[config.mk]
export PLATFORM = sky130hd
export DESIGN_NAME = credit_arbiter_out
export DESIGN_NICKNAME = d
export VERILOG_FILES = /design/src/rtl/router_pkg.sv /design/src/rtl/credit_counter.sv /design/src/rtl/credit_arbiter_out.sv
export SDC_FILE = /design/constraint.sdc
export NUM_CORES = 1
export LEC_CHECK = 0
export CORE_AREA = 5 5 72 57
export CTS_CLUSTER_SIZE = 25
export DETAILED_ROUTE_END_ITERATION = 10
export DIE_AREA = 0 0 77 62
export GPL_TIMING_DRIVEN = 0
export PLACE_DENSITY = 0.8
export SYNTH_ARGS = -nofsm -noshare
export SYNTH_HDL_FRONTEND = slang
export SYNTH_HIERARCHICAL = 1
export SYNTH_SLANG_ARGS = --single-unit
[constraint.sdc]
create_clock -name clk -period 5.15 [get_ports clk]
set_input_delay 1.545 -clock clk [delete_from_list [all_inputs] [get_ports clk]]
set_output_delay 1.545 -clock clk [all_outputs]
set_load 0.1 [all_outputs]
[src/rtl/router_pkg.sv]
// Shared router definitions used by the input-side and output-side arbiters.
package router_pkg;

  // Default downstream input-buffer depth in flits.
  localparam int unsigned CreditMaxDefault = 3;

  // Number of router ports competing for one output: N, E, W, S, L.
  localparam int unsigned NumPorts = 5;

  // Port indices within a request/grant vector.
  localparam logic [2:0] PortN = 3'd0;
  localparam logic [2:0] PortE = 3'd1;
  localparam logic [2:0] PortW = 3'd2;
  localparam logic [2:0] PortS = 3'd3;
  localparam logic [2:0] PortL = 3'd4;

  // One-hot arbiter state: idle or the port granted most recently.
  typedef enum logic [5:0] {
    StIdle = 6'b000001,
    StN    = 6'b000010,
    StE    = 6'b000100,
    StW    = 6'b001000,
    StS    = 6'b010000,
    StL    = 6'b100000
  } state_e;

  // State recorded after granting the given port.
  function automatic state_e port_state(input logic [2:0] idx);
    state_e s;
    case (idx)
      PortN:   s = StN;
      PortE:   s = StE;
      PortW:   s = StW;
      PortS:   s = StS;
      default: s = StL;
    endcase
    return s;
  endfunction

  // First port in the priority scan for a given state. The last granted port
  // keeps top priority; idle starts at N and invalid encodings start at L.
  function automatic logic [2:0] prio_start(input state_e s);
    logic [2:0] idx;
    case (s)
      StIdle:  idx = PortN;
      StN:     idx = PortN;
      StE:     idx = PortE;
      StW:     idx = PortW;
      StS:     idx = PortS;
      default: idx = PortL;
    endcase
    return idx;
  endfunction

endpackage

[src/rtl/credit_counter.sv]
// Downstream credit counter: one credit spent per grant, one returned per
// credit_in pulse, saturating at both ends with a sticky overflow flag.
module credit_counter
  import router_pkg::*;
#(
  parameter int unsigned CREDIT_MAX = CreditMaxDefault,
  parameter int unsigned CNT_W      = 2
) (
  input  logic             clk,
  input  logic             reset,
  input  logic             dec,
  input  logic             inc,
  output logic [CNT_W-1:0] cnt,
  output logic             err
);

  localparam logic [CNT_W-1:0] MaxCnt = CNT_W'(CREDIT_MAX);
  localparam logic [CNT_W-1:0] One    = CNT_W'(1);

  logic [CNT_W-1:0] cnt_q, cnt_d;
  logic             err_q, err_d;

  // Next count; simultaneous dec and inc cancel out.
  always_comb begin
    cnt_d = cnt_q;
    err_d = err_q;
    if (dec && !inc) begin
      if (cnt_q != '0) begin
        cnt_d = cnt_q - One;
      end
    end else if (inc && !dec) begin
      if (cnt_q == MaxCnt) begin
        // A credit returned while the buffer is already fully credited.
        err_d = 1'b1;
      end else begin
        cnt_d = cnt_q + One;
      end
    end
  end

  // Count and error registers with synchronous active-low reset.
  always_ff @(posedge clk) begin
    if (!reset) begin
      cnt_q <= MaxCnt;
      err_q <= 1'b0;
    end else begin
      cnt_q <= cnt_d;
      err_q <= err_d;
    end
  end

  assign cnt = cnt_q;
  assign err = err_q;

endmodule

[src/rtl/credit_arbiter_out.sv]
// Output-port arbiter: round-robin-style priority among five input ports,
// gated by downstream buffer credits.
module credit_arbiter_out
  import router_pkg::*;
#(
  parameter int unsigned CREDIT_MAX = CreditMaxDefault,
  parameter int unsigned CNT_W      = 2
) (
  input  logic             clk,
  input  logic             reset,
  input  logic             req_N,
  input  logic             req_E,
  input  logic             req_W,
  input  logic             req_S,
  input  logic             req_L,
  input  logic             credit_in,
  output logic             grant_N,
  output logic             grant_E,
  output logic             grant_W,
  output logic             grant_S,
  output logic             grant_L,
  output logic [CNT_W-1:0] credit_cnt,
  output logic             credit_err
);

  state_e                state_q, state_d;
  logic [NumPorts-1:0]   req_vec;
  logic [NumPorts-1:0]   gnt_vec;
  logic                  found;
  logic [2:0]            start;
  logic [3:0]            pick;

  assign req_vec = {req_L, req_S, req_W, req_E, req_N};

  // Scan requests starting at the current priority head; first hit wins.
  always_comb begin
    gnt_vec = '0;
    state_d = state_q;
    found   = 1'b0;
    pick    = '0;
    start   = prio_start(state_q);
    if (credit_cnt != '0) begin
      for (int i = 0; i < NumPorts; i++) begin
        pick = {1'b0, start} + 4'(i);
        if (pick >= 4'(NumPorts)) begin
          pick = pick - 4'(NumPorts);
        end
        if (!found && req_vec[pick[2:0]]) begin
          found               = 1'b1;
          gnt_vec[pick[2:0]]  = 1'b1;
          state_d             = port_state(pick[2:0]);
        end
      end
    end
  end

  // Arbiter state register; reset only overrides the update, not the grants.
  always_ff @(posedge clk) begin
    if (!reset) begin
      state_q <= StIdle;
    end else begin
      state_q <= state_d;
    end
  end

  credit_counter #(
    .CREDIT_MAX (CREDIT_MAX),
    .CNT_W      (CNT_W)
  ) u_credit_counter (
    .clk   (clk),
    .reset (reset),
    .dec   (|gnt_vec),
    .inc   (credit_in),
    .cnt   (credit_cnt),
    .err   (credit_err)
  );

  assign grant_N = gnt_vec[PortN];
  assign grant_E = gnt_vec[PortE];
  assign grant_W = gnt_vec[PortW];
  assign grant_S = gnt_vec[PortS];
  assign grant_L = gnt_vec[PortL];

endmodule

# [Word level (Yosys, flattened, before mapping)]
# Index checks and enable logic that the tools add are counted.
[totals] word_cells=150 input_bits=8 reg_bits=9 out_inout_bits=8
[classes] eq_ne=23 n_reduce_logical=30 bitwise_logic=5 muxes=63 n_addsub=11 n_lt_le_gt_ge=15
[op_table] operator="case mux 6 bit (4 select lines)" count=5
[op_table] operator="two-way mux 5 bit" count=10
[op_table] operator="equality test 3 x 2 -> 1 bit (second input constant)" count=10
[op_table] operator="two-way mux 3 bit" count=10
[op_table] operator="two-way mux 6 bit" count=5
[op_table] operator="< comparator 3 x 4 -> 1 bit (second input constant)" count=5
[op_table] operator="OR 5 bit" count=4
[op_table] operator="two-way mux 1 bit" count=18
[op_table] operator="greater-or-equal comparator 4 x 3 -> 1 bit (second input constant)" count=4
[op_table] operator="binary-select mux 1 bit (select 3 bit)" count=5
[op_table] operator="demux 1 bit (select 3 bit)" count=5
[op_table] operator="equality test 3 x 1 -> 1 bit (second input constant)" count=5
[op_table] operator="greater-or-equal comparator 3 x 1 -> 1 bit (second input constant)" count=5
[op_table] operator="logical NOT 3 bit" count=5
[op_table] operator="subtractor 3 bit (second input constant)" count=5
[op_table] operator="case mux 3 bit (4 select lines)" count=1
[op_table] operator="logical AND 1 bit" count=11
[op_table] operator="adder 3 x 2 -> 4 bit (second input constant)" count=2
[op_table] operator="two-way mux 2 bit" count=4
[op_table] operator="equality test 6 x 1 -> 1 bit (second input constant)" count=1
[op_table] operator="equality test 6 x 2 -> 1 bit (second input constant)" count=1
[op_table] operator="equality test 6 x 3 -> 1 bit (second input constant)" count=1
[op_table] operator="equality test 6 x 4 -> 1 bit (second input constant)" count=1
[op_table] operator="equality test 6 x 5 -> 1 bit (second input constant)" count=1
[op_table] operator="other kinds (16)" count=23

# [Longest topological paths before layout]
[depth] depth_word=31 depth_mapped=21 mapped_depth_nobuf=18

# [Modules after synthesis]
# The synthesis kept the hierarchy.
[modules_own_cells] mod="credit_arbiter_out" cells_per_inst=217 n_inst=1 area_per_inst_um2=1496.4 seq_area_each_um2=120.1
[modules_own_cells] mod="credit_counter" cells_per_inst=18 n_inst=1 area_per_inst_um2=155.1 seq_area_each_um2=60.1

# [Worst setup path before layout]
# No wires, ideal clock.
[synth_path] path_type="flip-flop to output port" startpoint="register state_q[0]" endpoint="output port grant_L" t_required_ns=3.605 setup_slack_ns=-1.032 stages_incl_launch_ff=16 t_arrival_ns=4.637 n_path_buf=3 path_cell_list="dfxtp_1 > buf_6 > or3_1 > buf_2 > or3_1 > buf_6 > clkinv_4 > ha_1 > inv_1 > o41ai_1 > nand2b_1 > o221ai_2 > and3_1 > o32ai_2 > nand4_1 > a21oi_1"
[synth_via] elab_chain_cells=26 elab_cells_between_ends=96 classes_between="9 x add/sub; 15 x order compare; 5 x eq/ne; 49 x mux; 4 x bitwise; 14 x reduce/logical"
[synth_lines] element="from (decl)" line="credit_arbiter_out.sv:26" rtl="state_e state_q, state_d;"
[synth_lines] element="from (signal assigned)" line="credit_arbiter_out.sv:60" rtl="state_q <= StIdle;"
[synth_lines] element="from (signal assigned)" line="credit_arbiter_out.sv:62" rtl="state_q <= state_d;"
[synth_lines] element="equality test 6 x 2 -> 1 bit / equality test 6 x 1 -> 1 bit (equally long branches)" line="router_pkg.sv:44" rtl="case (s)"
[synth_lines] element="OR reduction 2 bit (no source line)"
[synth_lines] element="case mux 3 bit (4 select lines) *" line="router_pkg.sv:44"
[synth_lines] element="branches (longest 21 deep; another with adder 3 x 1 -> 4 bit)"
[synth_lines] element="two-way mux 5 bit *" line="credit_arbiter_out.sv:48" rtl="if (!found && req_vec[pick[2:0]]) begin"
[synth_lines] element="two-way mux 5 bit *" line="credit_arbiter_out.sv:42" rtl="if (credit_cnt != '0) begin"
[synth_lines] element="to (decl)" line="credit_arbiter_out.sv:21" rtl="output logic grant_L,"
# Mark *: on every way between the ends. The select of a mux whose other input is x is not followed.

# [Worst setup path after layout]
[layout_path] startpoint="input port req_N" endpoint="output port grant_E"
[layout_via] elab_chain_cells=20 elab_cells_between_ends=40 classes_between="28 x mux; 4 x bitwise; 8 x reduce/logical"
[layout_lines] element="from (decl)" line="credit_arbiter_out.sv:11" rtl="input logic req_N,"
[layout_lines] element="binary-select mux 1 bit (select 3 bit)" line="credit_arbiter_out.sv:48"
[layout_lines] element="two-way mux 1 bit (implied by the code)" line="credit_arbiter_out.sv:48"
[layout_lines] element="two-way mux 1 bit" line="credit_arbiter_out.sv:48"
[layout_lines] element="two-way mux 1 bit" line="credit_arbiter_out.sv:42"
[layout_lines] element="logical NOT 1 bit" line="credit_arbiter_out.sv:48"
[layout_lines] element="logical AND 1 bit" line="credit_arbiter_out.sv:48"
[layout_lines] element="two-way mux 1 bit" line="credit_arbiter_out.sv:48"
[layout_lines] element="two-way mux 1 bit" line="credit_arbiter_out.sv:42"
[layout_lines] element="(+4 left out)"
[layout_lines] element="logical NOT 1 bit" line="credit_arbiter_out.sv:48"
[layout_lines] element="logical AND 1 bit" line="credit_arbiter_out.sv:48"
[layout_lines] element="two-way mux 1 bit" line="credit_arbiter_out.sv:48"
[layout_lines] element="two-way mux 1 bit" line="credit_arbiter_out.sv:42"
[layout_lines] element="logical NOT 1 bit" line="credit_arbiter_out.sv:48"
[layout_lines] element="logical AND 1 bit" line="credit_arbiter_out.sv:48"
[layout_lines] element="two-way mux 5 bit *" line="credit_arbiter_out.sv:48"
[layout_lines] element="two-way mux 5 bit *" line="credit_arbiter_out.sv:42"
[layout_lines] element="to (decl)" line="credit_arbiter_out.sv:18" rtl="output logic grant_E,"
# Mark *: on every way between the ends. The rest lies on a longest branch, timed or not. The select of a mux whose other input is x is not followed.

==> out/summary.log <==
INFO  detailed_routing drt-vias-per-instance=6.888
INFO  detailed_routing via_count_of_the_routed_design=2218
INFO  sta            timing.final.crit_share=100.2%
INFO  grt            first_global_vias=1977
INFO  sta            max_slew_margin=35.42%
INFO  sta            post-route-worst-setup-slack=-12.82ps
INFO  setup_path     worstSetupEndpointType=output port
INFO  final_layout   antenna-diode-count=0
INFO  synth          synth-seq-cells=9
INFO  sta            fin_worst_skew=7.221ps
INFO  clock_tree     cts_buffers=3
INFO  run_status     failed_checks=negative setup slack
INFO  clock_tree     worst_path_clk_slew=40ps
INFO  detailed_routing antenna_nets_post_route=0
INFO  synth          synth_sequential_area_ratio=10.91%
INFO  detailed_routing routed_wirelength=6635um
INFO  sta            max_clock_freq=0.1937GHz
INFO  sta            worstMarginPinSlew=965.7ps
INFO  flow_run       timing.max_cap.violations=0
INFO  grt            global_route_wire_length_before_repair=9901um
INFO  synth          synth_enable_flop_cells=0
INFO  worst_hold_path hold_path_class=reg -> reg
INFO  synth          yosys.area.top_type_share=10.91%
INFO  grt            grt_overflow_total=0
INFO  synth          ys_top_cells_by_area=dfxtp_1 (11%), nand2_1 (4.3%), o21ai_0 (4.2%), a21oi_1 (3.9%), ha_1 (3.8%)
INFO  setup_path     timing.critical_path.fanout_max=9
INFO  clock_tree     tritoncts_clock_tree=done
INFO  placed_design  port_buffers=14
INFO  synth          synth_nets=248
INFO  sta            setup_viol_count_final=1
INFO  clock_tree     clk-insertion-delay-late=240ps
INFO  final_layout   most_common_library_cell_in_the_layout_ignoring_fill_and_taps=buf_4
INFO  die            io_pins=16
INFO  synth          ys.warnings.count=6
INFO  setup_path     startpoint_type=input pin
INFO  die            core_area=3266um2
INFO  die            rows=18
INFO  final_layout   layout.nets=296
INFO  final_layout   non_filler_instances=322
INFO  synth          synth-async-reset-ratio=0%
INFO  die            die_w=77um
INFO  synth          post_synth_num_cell_types=68
INFO  sta            min_period=5163ps
INFO  placed_design  routabilityCongestion=0.9969
INFO  final_layout   post_route_cells_drive_above_1_share=42.91%
INFO  die            floorplan.initialDensity=50.57%
INFO  sta            rsz0062_at_grt=true
INFO  run_status     run_status=finished, violations left
INFO  clock_tree     number_of_h_tree_levels=1
INFO  sta            timing.final.hold_violations=0
INFO  grt            grt_util_all_layers=26.27%
INFO  final_layout   synthToLayoutAreaGrowth=52.20%
INFO  setup_path     criticalPathCategory=in -> out
INFO  placed_design  detailed_place.area=1938um2
INFO  synth          yosys_most_used_dff=dfxtp_1
INFO  placed_design  hpwl=4003um
INFO  placed_design  dpl_worst_slack=-1650ps
INFO  setup_path     worst-endpoint-arrival=3620ps
INFO  detailed_routing dr.first_iter.drc_count=302
INFO  synth          post_synth.cell_area_avg=7.028um2
INFO  synth          synthCells=235
INFO  setup_path     required=3610ps
INFO  detailed_routing drt-pass1-iter-count=5
INFO  synth          synthesis.area=1652um2
INFO  grt            largest_net_degree_at_the_start_of_global_routing=11
INFO  placed_design  placedCellCount=289
INFO  clock_tree     cts-root-buf=clkbuf_8
INFO  clock_tree     tritoncts_num_sinks=9
INFO  final_layout   layout_common_cells=buf_4 (34), nand2_1 (16), nor2_1 (15)
INFO  clock_tree     clockBufferDepth=2
INFO  final_layout   final_design_area_no_fill=2514um2
INFO  die            dieHeight=62um
INFO  sta            timing_max_transition_violations_final=0
INFO  detailed_routing post_drt_wl_per_cell=20.61um
INFO  die            die_area=4774um2
INFO  synth          post-synth-top-area-cell=dfxtp_1
INFO  detailed_routing drc=0
INFO  grt            antenna_found_initial=0
INFO  final_layout   final_util=76.97%
-- stage by stage --
step,TNS [ps],hold slack [ps]
finish,-12.82,602.2
global route,-313.8,608.3
floorplan,-97.56,527.3
CTS,-125.9,560.2
detailed placement,-7406,488.7
global placement,-7179,470.6
-- repair_timing --
action,4_1_cts,5_1_grt
resized for setup,89,33
pin swaps,21,17
buffers inserted,25,9
setup endpoints to repair,5,5
hold buffers,0,0
-- cell type report --
cell class / count / area [um2]
buffer: 8 / 53.80
clock buffer: 3 / 41.29
clock inverter: 1 / 5.005
fill: 213 / 752.0
inverter: 16 / 72.57
multi-input combinational: 197 / 1679
sequential: 9 / 191.4
tap: 40 / 50.05
timing repair buffer: 48 / 420.4
-- registers in the layout, indices dropped and copies added (netlist names) --
register              cells
u_credit_counter/err      1
u_credit_counter/cnt      2
state_q                   6
-- worst paths after layout --
kind,from,depth (start not counted),endpoint,slack (ps)
worst max-delay path,req_N,11,grant_E,-10
worst min-delay path,u_credit_counter/err,2,u_credit_counter/err,600
worst max register to register,state_q[5],17,u_credit_counter/cnt[1],630
worst min register to register,u_credit_counter/err,2,u_credit_counter/err,600
-- worst max-delay path, stage by stage --
cell and delay [ps]:
clkbuf_8 140, nor3b_2 170, o21ai_2 100, o221ai_4 130, o31ai_4 110, a211oi_4 390, nand3b_1 190, o221a_2 330
a21o_1 230, clkinvlp_4 100, buf_12 170
-- layer usage --
layer	vias up	track usage [%]	share of wire (%)
met1	1017	34.02	40
met5	-	0	0
li1	991	-	-
met3	44	5.620	11
met2	166	42.08	43
met4	0	13.73	5.0
-- synthesized netlist by cell type (all sizes together) (3+ instances only) --
cell,count
nand2,19
nor2,17
o21ai,16
inv,15
a21oi,13
buf,11
dfxtp,9
nand3,9
nor3,8
or3,7
and3,6
nand2b,6
ha,5
mux2i,5
nand4,5
nor4,5
a211oi,4
nor3b,4
o22ai,4
xnor2,4
a31oi,3
and2,3
nor2b,3
nor4b,3
o211ai,3
o221ai,3
o31ai,3
or4,3
xor2,3
-- logic make-up (layout without fill, tap and decap cells) --
family / Yosys count / count (layout) / share of synthesized area [%]
and+or+nand+nor: 106 / 106 / 36.37
AOI/OAI and AO/OA: 72 / 72 / 31.97
buffers and inverters: 29 / 76 / 8.864
DFF: 9 / 9 / 10.91
xor gates and xnor gates: 7 / 7 / 3.712
muxes: 7 / 7 / 4.394
adders and majority gates: 5 / 5 / 3.788
Power is not shown: default switching activity piles up to over one toggle a cycle in this logic, so the estimate is an artifact.
